<file path="src/rtl/wisc_isa_pkg.sv">
// Shared ISA constants for the WISC pipeline: opcode values, the NOP word
// and the control-transfer classification used by the hazard logic.
package wisc_isa_pkg;

  localparam int unsigned INST_W = 16;
  localparam int unsigned OP_W   = 5;
  localparam int unsigned REG_W  = 3;

  localparam logic [OP_W-1:0] OP_HALT = 5'b00000;
  localparam logic [OP_W-1:0] OP_NOP  = 5'b00001;
  localparam logic [OP_W-1:0] OP_J    = 5'b00100;
  localparam logic [OP_W-1:0] OP_JR   = 5'b00101;
  localparam logic [OP_W-1:0] OP_JAL  = 5'b00110;
  localparam logic [OP_W-1:0] OP_JALR = 5'b00111;
  localparam logic [OP_W-1:0] OP_BEQZ = 5'b01100;
  localparam logic [OP_W-1:0] OP_ST   = 5'b10000;
  localparam logic [OP_W-1:0] OP_STU  = 5'b10011;
  localparam logic [OP_W-1:0] OP_LBI  = 5'b11000;

  localparam logic [INST_W-1:0] NOP_WORD = 16'h0800;

  // Branches (011xx) and jumps (001xx) redirect the PC.
  function automatic logic is_ctrl_xfer(input logic [OP_W-1:0] op);
    return (op[4:2] == 3'b011) || (op[4:2] == 3'b001);
  endfunction

endpackage

</file>
<file path="src/rtl/hazard_src_decode.sv">
// Source-operand use decode: which of the Rs / Rt fields an opcode reads.
module hazard_src_decode
  import wisc_isa_pkg::*;
(
  input  logic [OP_W-1:0] opcode,
  output logic            rs_used,
  output logic            rt_used
);

  // Rs is read by ALU, immediate, memory, branch and register-jump ops.
  always_comb begin
    rs_used = 1'b0;
    casez (opcode)
      5'b010??, 5'b100??, 5'b101??, 5'b11001, 5'b11010, 5'b11011,
      5'b111??, 5'b011??, OP_JR, OP_JALR: rs_used = 1'b1;
      default:                            rs_used = 1'b0;
    endcase
  end

  // Rt is read by register-register ALU ops and as store data.
  always_comb begin
    rt_used = 1'b0;
    casez (opcode)
      5'b11010, 5'b11011, 5'b111??, OP_ST, OP_STU: rt_used = 1'b1;
      default:                                     rt_used = 1'b0;
    endcase
  end

endmodule

</file>
<file path="src/rtl/hazard_det.sv">
// Issue-stage hazard detector: stalls fetch on RAW dependences against any
// in-flight writer (no register-file bypass) or while a control transfer is
// unresolved, and freezes issue permanently once a HALT has been issued.
module hazard_det
  import wisc_isa_pkg::*;
(
  input  logic              clk,
  input  logic              rst,
  input  logic [INST_W-1:0] fetch_inst,
  input  logic              regWrtD,
  input  logic              regWrtX,
  input  logic              regWrtM,
  input  logic              regWrtW,
  input  logic [REG_W-1:0]  wrtRegD,
  input  logic [REG_W-1:0]  wrtRegX,
  input  logic [REG_W-1:0]  wrtRegM,
  input  logic [REG_W-1:0]  wrtRegW,
  input  logic              branchInstD,
  input  logic              branchInstX,
  input  logic              branchInstM,
  input  logic              branchInstW,
  output logic [INST_W-1:0] next_inst,
  output logic              pcNop,
  output logic              branchInstF
);

  logic [OP_W-1:0]  opcode;
  logic [REG_W-1:0] rs;
  logic [REG_W-1:0] rt;
  logic             rs_used;
  logic             rt_used;
  logic             rs_hit;
  logic             rt_hit;
  logic             raw_haz;
  logic             br_pend;
  logic             stall;
  logic             halted_q;
  logic             halted_d;

  assign opcode = fetch_inst[15:11];
  assign rs     = fetch_inst[10:8];
  assign rt     = fetch_inst[7:5];

  hazard_src_decode u_src_decode (
    .opcode  (opcode),
    .rs_used (rs_used),
    .rt_used (rt_used)
  );

  // RAW detection against every writing stage, W included.
  always_comb begin
    rs_hit = (regWrtD && (wrtRegD == rs)) || (regWrtX && (wrtRegX == rs)) ||
             (regWrtM && (wrtRegM == rs)) || (regWrtW && (wrtRegW == rs));
    rt_hit = (regWrtD && (wrtRegD == rt)) || (regWrtX && (wrtRegX == rt)) ||
             (regWrtM && (wrtRegM == rt)) || (regWrtW && (wrtRegW == rt));
    raw_haz = (rs_used && rs_hit) || (rt_used && rt_hit);
    // A transfer in W has resolved; fetch is already loading its target.
    br_pend = branchInstD || branchInstX || branchInstM;
    stall   = raw_haz || br_pend;
  end

  // Issue mux; reset and halt override everything, stall overrides issue.
  always_comb begin
    next_inst   = NOP_WORD;
    pcNop       = 1'b0;
    branchInstF = 1'b0;
    halted_d    = halted_q;
    if (!rst) begin
      next_inst = NOP_WORD;
      pcNop     = 1'b0;
    end else if (halted_q) begin
      next_inst = NOP_WORD;
      pcNop     = 1'b1;
    end else if (stall) begin
      next_inst = NOP_WORD;
      pcNop     = 1'b1;
    end else begin
      next_inst   = fetch_inst;
      pcNop       = 1'b0;
      branchInstF = is_ctrl_xfer(opcode);
      halted_d    = (opcode == OP_HALT);
    end
  end

  // Halt latch: set when a HALT actually issues, cleared only by reset.
  always_ff @(posedge clk or negedge rst) begin
    if (!rst) halted_q <= 1'b0;
    else      halted_q <= halted_d;
  end

endmodule

</file>
<file path="config.mk">
export PLATFORM = sky130hd
export DESIGN_NAME = hazard_det
export DESIGN_NICKNAME = d
export VERILOG_FILES = /design/src/rtl/wisc_isa_pkg.sv /design/src/rtl/hazard_src_decode.sv /design/src/rtl/hazard_det.sv
export SDC_FILE = /design/constraint.sdc
export NUM_CORES = 1
export LEC_CHECK = 0
export CORE_MARGIN = 1
export CORE_UTILIZATION = 30
export CTS_CLUSTER_SIZE = 10
export DETAILED_ROUTE_END_ITERATION = 6
export GPL_ROUTABILITY_DRIVEN = 1
export GPL_TIMING_DRIVEN = 0
export HOLD_SLACK_MARGIN = 0.08
export PLACE_DENSITY = 0.8
export SYNTH_ARGS = -nofsm -noshare
export SYNTH_HDL_FRONTEND = slang
export SYNTH_HIERARCHICAL = 1
export SYNTH_SLANG_ARGS = --single-unit
</file>
<file path="constraint.sdc">
create_clock -name clk -period 2.8 [get_ports clk]
set_input_delay 0.84 -clock clk [delete_from_list [all_inputs] [get_ports clk]]
set_output_delay 0.84 -clock clk [all_outputs]
set_load 0.005 [all_outputs]
</file>
# [Word level (Yosys, flattened, before mapping)]
# Cells that the tools add are included.
[totals] reg_bits=1 in_bits=38 elab_cells=59
[classes] eq_ne=21 n_mux=13 n_reduce_logical=24
[ops] cell="16-bit two-way mux" count=3
[ops] cell="5-bit == test, second input constant" count=5
[ops] cell="3-bit == test" count=8
[ops] cell="1-bit logical OR" count=11
[ops] cell="5-bit by 3-bit == test with 1-bit output, second input constant" count=2
[ops] cell="1-bit logical AND" count=10
[ops] cell="1-bit two-way mux" count=10
[ops] cell="10-bit OR reduction" count=1
[ops] cell="3-bit == test, second input constant" count=3
[ops] cell="3-bit by 2-bit == test with 1-bit output, second input constant" count=2
[ops] cell="5-bit zero test" count=1
[ops] cell="5-bit OR reduction" count=1
[ops] cell="3-bit by 1-bit == test with 1-bit output, second input constant" count=1

# [Longest topological paths before layout]
[logic_depth] ltp_word=11 mapped_depth=8 mapped_depth_nobuf=6

# [By module]
# Netlist, hierarchy kept.
[by_module_without_submodules] mod="hazard_det" instances=1 cells_each=73 area_each_um2=545.5 seq_area_each_um2=25.0
[by_module_without_submodules] mod="hazard_src_decode" instances=1 cells_each=7 area_each_um2=52.6 seq_area_each_um2=0.0

# [Worst setup path before layout]
# No wires, ideal clock.
[synth_timing] path_kind="input -> output" from="input fetch_inst[9]" to="output next_inst[10]" arrival_time_ns=1.897 t_required_ns=1.960 slack_ns=0.063 stages=8 path_buffers=2 cell_sequence="buf_4 -> xnor2_1 -> nand4_1 -> nand2_1 -> o21ai_2 -> and4_4 -> buf_6 -> and2_1"
[synth_between] elab_chain_cells=11 word_cells_on_any_way=17
[synth_rtl] element="from (decl)" line="hazard_det.sv:9" rtl="input logic [INST_W-1:0] fetch_inst,"
[synth_rtl] element="3-bit == test" line="hazard_det.sv:52" rtl="rs_hit = (regWrtD && (wrtRegD == rs)) || (regWrtX && (wrtRegX == rs)) ||"
[synth_rtl] element="1-bit logical AND" line="hazard_det.sv:52"
[synth_rtl] element="1-bit logical OR (2 in a row)" line="hazard_det.sv:52"
[synth_rtl] element="1-bit logical OR *" line="hazard_det.sv:53" rtl="(regWrtM && (wrtRegM == rs)) || (regWrtW && (wrtRegW == rs));"
[synth_rtl] element="1-bit logical AND *" line="hazard_det.sv:56" rtl="raw_haz = (rs_used && rs_hit) || (rt_used && rt_hit);"
[synth_rtl] element="1-bit logical OR *" line="hazard_det.sv:56"
[synth_rtl] element="1-bit logical OR *" line="hazard_det.sv:59" rtl="stall = raw_haz || br_pend;"
[synth_rtl] element="16-bit two-way mux *" line="hazard_det.sv:74" rtl="end else if (stall) begin"
[synth_rtl] element="16-bit two-way mux *" line="hazard_det.sv:71" rtl="end else if (halted_q) begin"
[synth_rtl] element="16-bit two-way mux *" line="hazard_det.sv:68" rtl="if (!rst) begin"
[synth_rtl] element="to (decl)" line="hazard_det.sv:22" rtl="output logic [INST_W-1:0] next_inst,"
# Mark *: on every way between the ends. The rest lies on a longest branch, timed or not.

# [Final worst setup path]
[layout_timing] from="input fetch_inst[12]" to="output next_inst[7]"
[layout_between] elab_chain_cells=9 word_cells_on_any_way=18
[layout_rtl] element="5-bit == test" line="hazard_src_decode.sv:23" rtl="casez (opcode)"
[layout_rtl] element="5-bit OR reduction *" line="hazard_src_decode.sv:23"
[layout_rtl] element="1-bit two-way mux *" line="hazard_src_decode.sv:23"
[layout_rtl] element="named net rt_used" line="hazard_det.sv:31" rtl="logic rt_used;"
[layout_rtl] element="1-bit logical AND *" line="hazard_det.sv:56"
[layout_rtl] element="1-bit logical OR *" line="hazard_det.sv:56"
[layout_rtl] element="1-bit logical OR *" line="hazard_det.sv:59"
[layout_rtl] element="16-bit two-way mux *" line="hazard_det.sv:74"
[layout_rtl] element="16-bit two-way mux *" line="hazard_det.sv:71"
[layout_rtl] element="16-bit two-way mux *" line="hazard_det.sv:68"
# Mark *: on every way through the listed nets, which the timed path passes. The rest lies on a longest branch.

==> impl_metrics.toml <==
[final_layout]
layout_common_cells = "19 x buf_6, 18 x buf_2, 13 x xnor2_1, 10 x xnor2_2"
synthToLayoutAreaGrowth_pct = 118
finalNetCount = 178
largestRegisters = "halted_q (1)"
fillCellCount = 139
drive_gt1_frac = 0.558
largest_register = "halted_q"
instances_no_fill = 163
postLayoutCellArea_um2 = 1300
diodes = 0
final_common_cell = "buf_6"
largest_reg_flops = 1

[worst_setup_path]
regToRegSetupSlack_ps = 2140
cp_cell_sequence = "buf_8 > nor3_4 > mux2i_1 > a21boi_1 > o21ai_2 > and4_4 > buf_6 > buf_6 > and2_1 > buf_2"
worstSetupPathType = "input pin to output port"
crit_path_end_kind = "output port"
slowest_delay_ps = 210
crit_arrival_ps = 2150
critPathBufInv = 4
cp.required_ps = 1960
startpoint_type = "input pin"
crit_top_cell = "buf_6"
crit_slowest_cell = "and4_4"
cp_top_family = "simple AND/OR/NAND/NOR gates"
cp_max_fo = 7

[sta]
post-route-period-util = 1.07
clock_skew_ps = 0
fmax_mhz = 335
tightest_slew_ps = 256
fin_ws_ps = -186
slew_headroom = 0.828
finalSetupViolCount = 17
hold_viol = 0
final_max_slew_viol_count = 0
fin_setup_tns_ps = -2090
rsz0062_at_grt = "yes"
fin_crit_ps = 2990

[placement]
pre_cts_ws_ps = -928
dp_cells = 153
gp_congestion = 0.694
dpl_cell_area_um2 = 1110
io_buffers = 48
hpwl_um = 1570

[global_route]
grt-ovfl-total = 0
grtUsageMet2 = 0.408
grt_max_degree = 8
met3_usage = 0.0275
grt.total_usage = 0.190
met1_usage = 0.187
top_usage_layer = "met2"
antenna_found_initial = 0
grt_pass1_wl_um = 3100
first_global_vias = 777

[logic_synthesis]
synthesis.nets = 118
synth_simple_gate_area_share = 0.383
synth_area_um2 = 598
synth_compound_area_frac = 0.100
synth_top_family_by_area = "simple AND/OR/NAND/NOR gates"
netlist_instances = 80
yosysWarnings = 6
synth_fa_ha_area_frac = 0
synth_top_area_share = 0.351
synth.avg_cell_area_um2 = 7.48
synth.distinct_cells = 25
synth_xor_area_frac = 0.351
synth_mux_area_frac = 0.0167
synth_top_area_cell = "xnor2_1"
ys_seq_elements = 1
yosys-top-cells-area = "xnor2_1 35%, and2_1 16%, nand4_1 8.4%"
yosysSeqAreaShare = 0.0418

[floorplanning]
fp.dieH_um = 46.7
fp.dieArea_um2 = 2180
core_area_um2 = 1800
initial_core_util = 0.332
io_pins = 56
num_rows = 15
die_w_um = 46.7

[routing]
drt_iter0_markers = 1
dr_total_vias = 793
ant_nets = 0
firstDrtPassIters = 2
finalWirelength_um = 2100
drc = 0
avgRoutedWirePerCell_um = 12.9
vias_per_cell = 4.87

[worst_hold_path]
hold_path.class = "flip-flop to flip-flop"

[job]
cap_violations = 0

[outcome]
status = "complete, but fails checks"
violations = "negative setup slack"

[power]
total_power_mw = 0.187
leakage_nw = 0.597
vdd_drop_max_mv = 0.0810
powerDensity_nw_per_um2 = 144

[clocking]
worstSkewPairLatency_ps = 0
path_clk_slew_ps = 0
layer usage:
layer  part of all wire  wire (µm)
met2               0.51       1070
met3               0.11        222
met4             0.0067         14
met1               0.38        793
met5                  0          0
power by group:
group / switching [mW] / internal (mW)
clock: 0 / 0
sequential: 0.000908 / 0.0159
combinational: 0.0663 / 0.104
synth_stat cells, drive strengths merged:
library cell,count
mux2i,1
buf,7
o21ai,3
and3b,1
nor4,1
a31oi,1
a21boi,1
nand2,5
inv,2
a41oi,1
nand2b,1
nand4b,1
nor2b,1
nor2,1
and4,1
and2,15
a211oi,1
xnor2,24
o21bai,1
dfrtp,1
nand4,8
nor3,2
what timing repair did:
item,CTS,global route
gates resized for setup,173,30
pin swaps,35,7
setup buffers,8,1
endpoints found under the setup margin,18,18
gates cloned,1,0
hold buffers,0,0
worst paths after layout:
kind	from	end	cells past startpoint
max reg2reg	halted_q	halted_q	1
max	fetch_inst[12]	next_inst[7]	10
max in group asynchronous	rst	halted_q	1
min	halted_q	halted_q	1
min in group asynchronous	rst	halted_q	1
min reg2reg	halted_q	halted_q	1
layout make-up:
type                       count  area (µm²)  area share
tap                           25        31.3      0.0240
timing repair buffer          58         487       0.374
inverter                       2        7.51     0.00577
sequential                     1        25.0      0.0192
buffer                         7        91.3      0.0702
multi-input combinational     70         659       0.507
kinds of logic (layout without fill, tap and decap cells):
family	count (synthesis)	after routing
buffers and inverters	9	67
XOR/XNOR	24	24
AO/OA/AOI/OAI	8	8
AND/OR/NAND/NOR	37	37
flip-flops	1	1
multiplexers	1	1
through the flow:
stage | util | hold WS [ps]
final | 0.722 | 510
after global routing | 0.722 | 525
after CTS | 0.643 | 515
after detailed placement | 0.616 | 512
after global placement | 0.616 | 490
after floorplan | - | 466
Note: power is estimated with default switching activity, not from simulation.
